### config.mk
export PLATFORM = sky130hd
export DESIGN_NAME = pipelined_cla_alu
export DESIGN_NICKNAME = d
export VERILOG_FILES = /design/src/rtl/alu_pkg.sv /design/src/rtl/cla_block.sv /design/src/rtl/pipelined_cla_alu.sv
export SDC_FILE = /design/constraint.sdc
export NUM_CORES = 1
export LEC_CHECK = 0
export ABC_AREA = 1
export CAP_MARGIN = 25
export CORE_MARGIN = 2
export CORE_UTILIZATION = 40
export DETAILED_ROUTE_END_ITERATION = 8
export PLACE_DENSITY = 0.74
export SYNTH_ARGS = -nofsm -noshare
export SYNTH_HDL_FRONTEND = slang
export SYNTH_SLANG_ARGS = --single-unit
### constraint.sdc
create_clock -name clock -period 2.8 [get_ports clock]
set_input_delay 0.7 -clock clock [delete_from_list [all_inputs] [get_ports clock]]
set_output_delay 0.7 -clock clock [all_outputs]
set_load 0.1 [all_outputs]
### src/rtl/alu_pkg.sv
// Shared definitions for the pipelined carry-lookahead add/subtract unit.
package alu_pkg;

  typedef enum logic [1:0] {
    OP_ADD  = 2'b00,
    OP_SUB  = 2'b01,
    OP_ADDC = 2'b10,
    OP_SUBB = 2'b11
  } op_e;

  typedef struct packed {
    logic cout;
    logic ovf;
    logic lt;
    logic ltu;
    logic ne;
  } flags_t;

  function automatic int nblk(input int width, input int block);
    return width / block;
  endfunction

endpackage

### src/rtl/cla_block.sv
// One lookahead slice: both speculative sums plus block generate/propagate.
module cla_block #(
  parameter int BLOCK = 8
) (
  input  logic [BLOCK-1:0] i_a,
  input  logic [BLOCK-1:0] i_b,
  output logic [BLOCK-1:0] o_sum0,
  output logic [BLOCK-1:0] o_sum1,
  output logic             o_g,
  output logic             o_p
);

  logic [BLOCK:0] w_s0;

  // Carry out of the carry-in-0 sum is exactly the block generate.
  assign w_s0   = {1'b0, i_a} + {1'b0, i_b};
  assign o_sum0 = w_s0[BLOCK-1:0];
  assign o_g    = w_s0[BLOCK];
  assign o_sum1 = i_a + i_b + {{(BLOCK-1){1'b0}}, 1'b1};
  assign o_p    = &(i_a ^ i_b);

endmodule

### src/rtl/pipelined_cla_alu.sv
// Two-stage carry-select/lookahead adder-subtractor with valid/ready flow control.
module pipelined_cla_alu
  import alu_pkg::*;
#(
  parameter int WIDTH = 32,
  parameter int BLOCK = 8,
  parameter int TAG_W = 4
) (
  input  logic             clock,
  input  logic             reset_n,
  input  logic             in_valid,
  output logic             in_ready,
  input  logic [1:0]       op,
  input  logic [WIDTH-1:0] a,
  input  logic [WIDTH-1:0] b,
  input  logic             cin,
  input  logic [TAG_W-1:0] tag_in,
  output logic             out_valid,
  input  logic             out_ready,
  output logic [WIDTH-1:0] result,
  output logic             cout,
  output logic             ovf,
  output logic             lt,
  output logic             ltu,
  output logic             ne,
  output logic [TAG_W-1:0] tag_out
);

  localparam int NBLK = nblk(WIDTH, BLOCK);

  logic                       w_adv1, w_adv2;
  logic [WIDTH-1:0]           w_bp;
  logic                       w_c0;
  logic [NBLK-1:0][BLOCK-1:0] w_sum0, w_sum1;
  logic [NBLK-1:0]            w_g, w_p;

  logic                       r_v1;
  logic [NBLK-1:0][BLOCK-1:0] r_sum0, r_sum1;
  logic [NBLK-1:0]            r_g, r_p;
  logic                       r_c0, r_amsb, r_bmsb;
  logic [TAG_W-1:0]           r_tag1;

  logic [NBLK:0]              w_gc, w_c;
  logic                       w_term;
  logic [NBLK-1:0][BLOCK-1:0] w_sel;
  logic [WIDTH-1:0]           w_res;
  flags_t                     w_flags;

  logic                       r_v2;
  logic [WIDTH-1:0]           r_res;
  flags_t                     r_flags;
  logic [TAG_W-1:0]           r_tag2;

  assign w_adv2   = ~r_v2 | out_ready;
  assign w_adv1   = ~r_v1 | w_adv2;
  assign in_ready = w_adv1;

  assign w_bp = (op_e'(op) == OP_SUB || op_e'(op) == OP_SUBB) ? ~b : b;

  always_comb begin
    case (op_e'(op))
      OP_ADD:  w_c0 = 1'b0;
      OP_SUB:  w_c0 = 1'b1;
      default: w_c0 = cin;
    endcase
  end

  for (genvar i = 0; i < NBLK; i++) begin : g_blk
    cla_block #(.BLOCK(BLOCK)) u_blk (
      .i_a    (a[i*BLOCK +: BLOCK]),
      .i_b    (w_bp[i*BLOCK +: BLOCK]),
      .o_sum0 (w_sum0[i]),
      .o_sum1 (w_sum1[i]),
      .o_g    (w_g[i]),
      .o_p    (w_p[i])
    );
  end

  always_ff @(posedge clock or negedge reset_n) begin
    if (!reset_n) begin
      r_v1   <= 1'b0;
      r_sum0 <= '0;
      r_sum1 <= '0;
      r_g    <= '0;
      r_p    <= '0;
      r_c0   <= 1'b0;
      r_amsb <= 1'b0;
      r_bmsb <= 1'b0;
      r_tag1 <= '0;
    end else if (w_adv1) begin
      r_v1 <= in_valid;
      if (in_valid) begin
        r_sum0 <= w_sum0;
        r_sum1 <= w_sum1;
        r_g    <= w_g;
        r_p    <= w_p;
        r_c0   <= w_c0;
        r_amsb <= a[WIDTH-1];
        r_bmsb <= w_bp[WIDTH-1];
        r_tag1 <= tag_in;
      end
    end
  end

  // Bit 0 is the carry-in, bit j is G[j-1]; each block carry is a flat
  // OR of (source & all propagates above it), so no carry ripples.
  assign w_gc = {r_g, r_c0};

  always_comb begin
    w_c    = '0;
    w_term = 1'b0;
    w_c[0] = r_c0;
    for (int i = 0; i < NBLK; i++) begin
      for (int j = 0; j <= i + 1; j++) begin
        w_term = w_gc[j];
        for (int k = j; k <= i; k++) w_term = w_term & r_p[k];
        w_c[i+1] = w_c[i+1] | w_term;
      end
    end
  end

  always_comb begin
    for (int i = 0; i < NBLK; i++) w_sel[i] = w_c[i] ? r_sum1[i] : r_sum0[i];
  end

  assign w_res = w_sel;

  always_comb begin
    w_flags.cout = w_c[NBLK];
    w_flags.ovf  = (r_amsb == r_bmsb) & (w_res[WIDTH-1] != r_amsb);
    w_flags.lt   = w_res[WIDTH-1] ^ w_flags.ovf;
    w_flags.ltu  = ~w_c[NBLK];
    w_flags.ne   = |w_res;
  end

  always_ff @(posedge clock or negedge reset_n) begin
    if (!reset_n) begin
      r_v2    <= 1'b0;
      r_res   <= '0;
      r_flags <= '0;
      r_tag2  <= '0;
    end else if (w_adv2) begin
      r_v2 <= r_v1;
      if (r_v1) begin
        r_res   <= w_res;
        r_flags <= w_flags;
        r_tag2  <= r_tag1;
      end
    end
  end

  assign out_valid = r_v2;
  assign result    = r_res;
  assign cout      = r_flags.cout;
  assign ovf       = r_flags.ovf;
  assign lt        = r_flags.lt;
  assign ltu       = r_flags.ltu;
  assign ne        = r_flags.ne;
  assign tag_out   = r_tag2;

endmodule
==> run summary <==
WP depth: 9
Fin nets: 1122
Initial Util: 41.1%
Placed inst area: 8560 um2
Die Wd: 138 um
CP max stage cell: clkdlybuf4s50_1
Die height: 138 um
Core ar.: 17400 um2
Vias in the first global route: 5710
Die area: 18900 um2
Slew HR: 68.2%
Worst R2R Path Depth: 8
WS Path Type: in2reg
Main synth FF type: dfrtp_1
Hold buffer count at cts: 0
Clock slew at reported path FFs: 0.05 ns
Synth Register Bits: 122
Remaining Overflow, GRT: 0
Run status: complete, no violations
Period utilization: 85.5%
Commonest non-fill, non-tap cell in the layout: nand2_1
Post-synthesis cell area: 7130 um2
Final critical-path required period: 2.39 ns
Post-DRT Antenna Nets: 0
Startpoint types: input port
FF-to-FF Start: r_c0
WL per Instance: 13.2 um
CP bufs+invs: 2
H-tree depth: 4
Gr usage total: 18.3%
Sequential element share of the synthesized area: 42.8%
Worst path cell trace: clkdlybuf4s50_1 > xnor2_1 > inv_1 > ha_1 > fa_1 > a21oi_1 > o21ai_0 > xor2_1 > o21ai_0
Biggest area consumer among synthesized cells: dfrtp_1
CP dominant cell by count: o21ai_0
Ant. Diodes: 0
Setup TNS: 0 ns
CP top delay family: adder cells
First-pass GRT wire length: 27100 um
Yosys top cell area share: 42.8%
Max-Cap Viols: 0
Initial antenna violation count: 0
Final non-filler cell area: 9190 um2
DR vias/cell: 4.83
Share of cells above drive strength 1: 10.5%
Most frequent cells in the layout: nand2_1 (231), dfrtp_1 (122), o21ai_0 (114)
Critical Path Fanout Max: 4
CTS tree: yes
Largest net degree at the start of global routing: 126
Number of port buffers: 117
Vias after detailed routing: 5994
Post-synthesis cell type count: 37
Asr flop ratio synth: 100%
Max incr delay on CP: 0.41 ns
Fmax achieved: 0.418 GHz
Clk buf depth: 2
Postcts setup bufs: 0
Floorplan row count: 48
LEAKAGE: 0.00445 uW
Post-synthesis area per instance: 8.11 um2
Clock Skew: 0.00562 ns
Hold Crit Class: in2async
Final Wtd Congestion: 0.883
Final Max Tran Viols: 0
Total CTS buffers: 17
Synthesized instance count: 880
Setup violations, final: 0
CTS root buf: clkbuf_16
Pre-Repair DR Iteration Count: 4
Hold Vio Cnt, Final: 0
Total Power: 9060 uW
Boundary pin count: 118
Worst Path Arrival: 2.72 ns
Unrepaired setup endpoints after global routing: no
Layout area overhead: 28.8%
Post-synth EDFFs: 0
CP Data Required Time: 3.13 ns
Mapped Nets: 999
Iter 0 DRT Violations: 352
IR drop worst, VDD: 868 uV
Worst-skew pair later-pin latency: 0.42 ns
Largest cells by area after synthesis: dfrtp_1 (43%), nand2_1 (12%), o21ai_0 (8.0%), xor2_1 (8.0%), ha_1 (6.3%)
# DRC: 0
Pwr/cell area: 986 nW/um2
Worst-margin pin slew: 0.478 ns
Post-CTS Resized: 0
Post-Route WL: 16300 um
DPL Wire Length: 12200 um
Worst setup path startpoint: b[16]
Clock sinks: 122
Yosys warning count: 0
Critical path capture point type: flop
synthesized netlist by cell type, types with 7 or more instances:
cell type  number
nor3_1          8
fa_1            8
nand2_1       232
ha_1           36
o21ai_0       114
a31oi_1        18
buf_2          11
nor2_1         79
xor2_1         65
xnor2_1        10
nand3_1        16
o21bai_1        7
a21oi_1        18
inv_1          78
dfrtp_1       122
clkbuf_1       19
flip-flops by register name (all words and copies together) (netlist names):
| name | flops |
|---|---|
| r_v1 | 1 |
| r_bmsb | 1 |
| r_amsb | 1 |
| r_g | 4 |
| result | 32 |
| r_tag1 | 4 |
| tag_out | 4 |
| r_c0 | 1 |
| ltu | 1 |
| ne | 1 |
| cout | 1 |
| ovf | 1 |
| r_sum0 | 32 |
| r_p | 4 |
| r_sum1 | 32 |
| lt | 1 |
| out_valid | 1 |
kinds of logic (layout without fill, tap and decap cells):
logic type / count (synthesis) / after routing / synth area share [%]
AOI/OAI and AO/OA: 173 / 173 / 13.3
xor gates and xnor gates: 75 / 75 / 9.21
adders and majority gates: 44 / 44 / 8.56
buffers and inverters: 114 / 250 / 6.37
DFF: 122 / 122 / 42.8
and+or+nand+nor: 352 / 352 / 19.7
per-stage QoR:
| step | cells | util [%] | hold WS (ns) | worst slack (ns) |
|---|---|---|---|---|
| final | 1241 | 52.9 | 0.233 | 0.407 |
| after global routing | 1241 | 52.9 | 0.252 | 0.243 |
| after CTS | 1241 | 52.9 | 0.241 | 0.391 |
| after detailed placement | 1209 | 49.3 | 0.460 | -0.0412 |
| after global placement | 1209 | 49.3 | 0.458 | 0.0343 |
| after floorplan | 880 | - | 0.404 | 0.102 |
metal layers:
metal / share of wire, % / global-route usage [%]
met5: 0 / 0
met4: 1.9 / 6.70
met3: 4.9 / 3.75
met2: 47 / 29.7
met1: 46 / 24.1
path summary, 6_finish.rpt:
check,endpoint,slack [ns]
worst max-delay path,r_sum0[22],0.41
worst min-delay path,r_tag1[1],0.23
worst max register to register,ne,0.77
worst min register to register,r_sum0[13],0.48
max in group asynchronous,r_g[1],1.96
min in group clock,r_sum0[13],0.48
layout make-up:
cell class / instances / area [um2]
sequential: 122 / 3050
multi-input combinational: 644 / 3640
fill: 1622 / 8170
timing repair buffer: 137 / 1280
inverter: 81 / 304
clock buffer: 20 / 457
clock inverter: 12 / 171
tap: 225 / 282
power breakdown:
part           leakage (uW)  internal [uW]  switching (uW)
registers           0.00147           2310             308
logic               0.00267           1060            3080
clock network      0.000302           1530             777
Power figures use the tool's default switching activity.
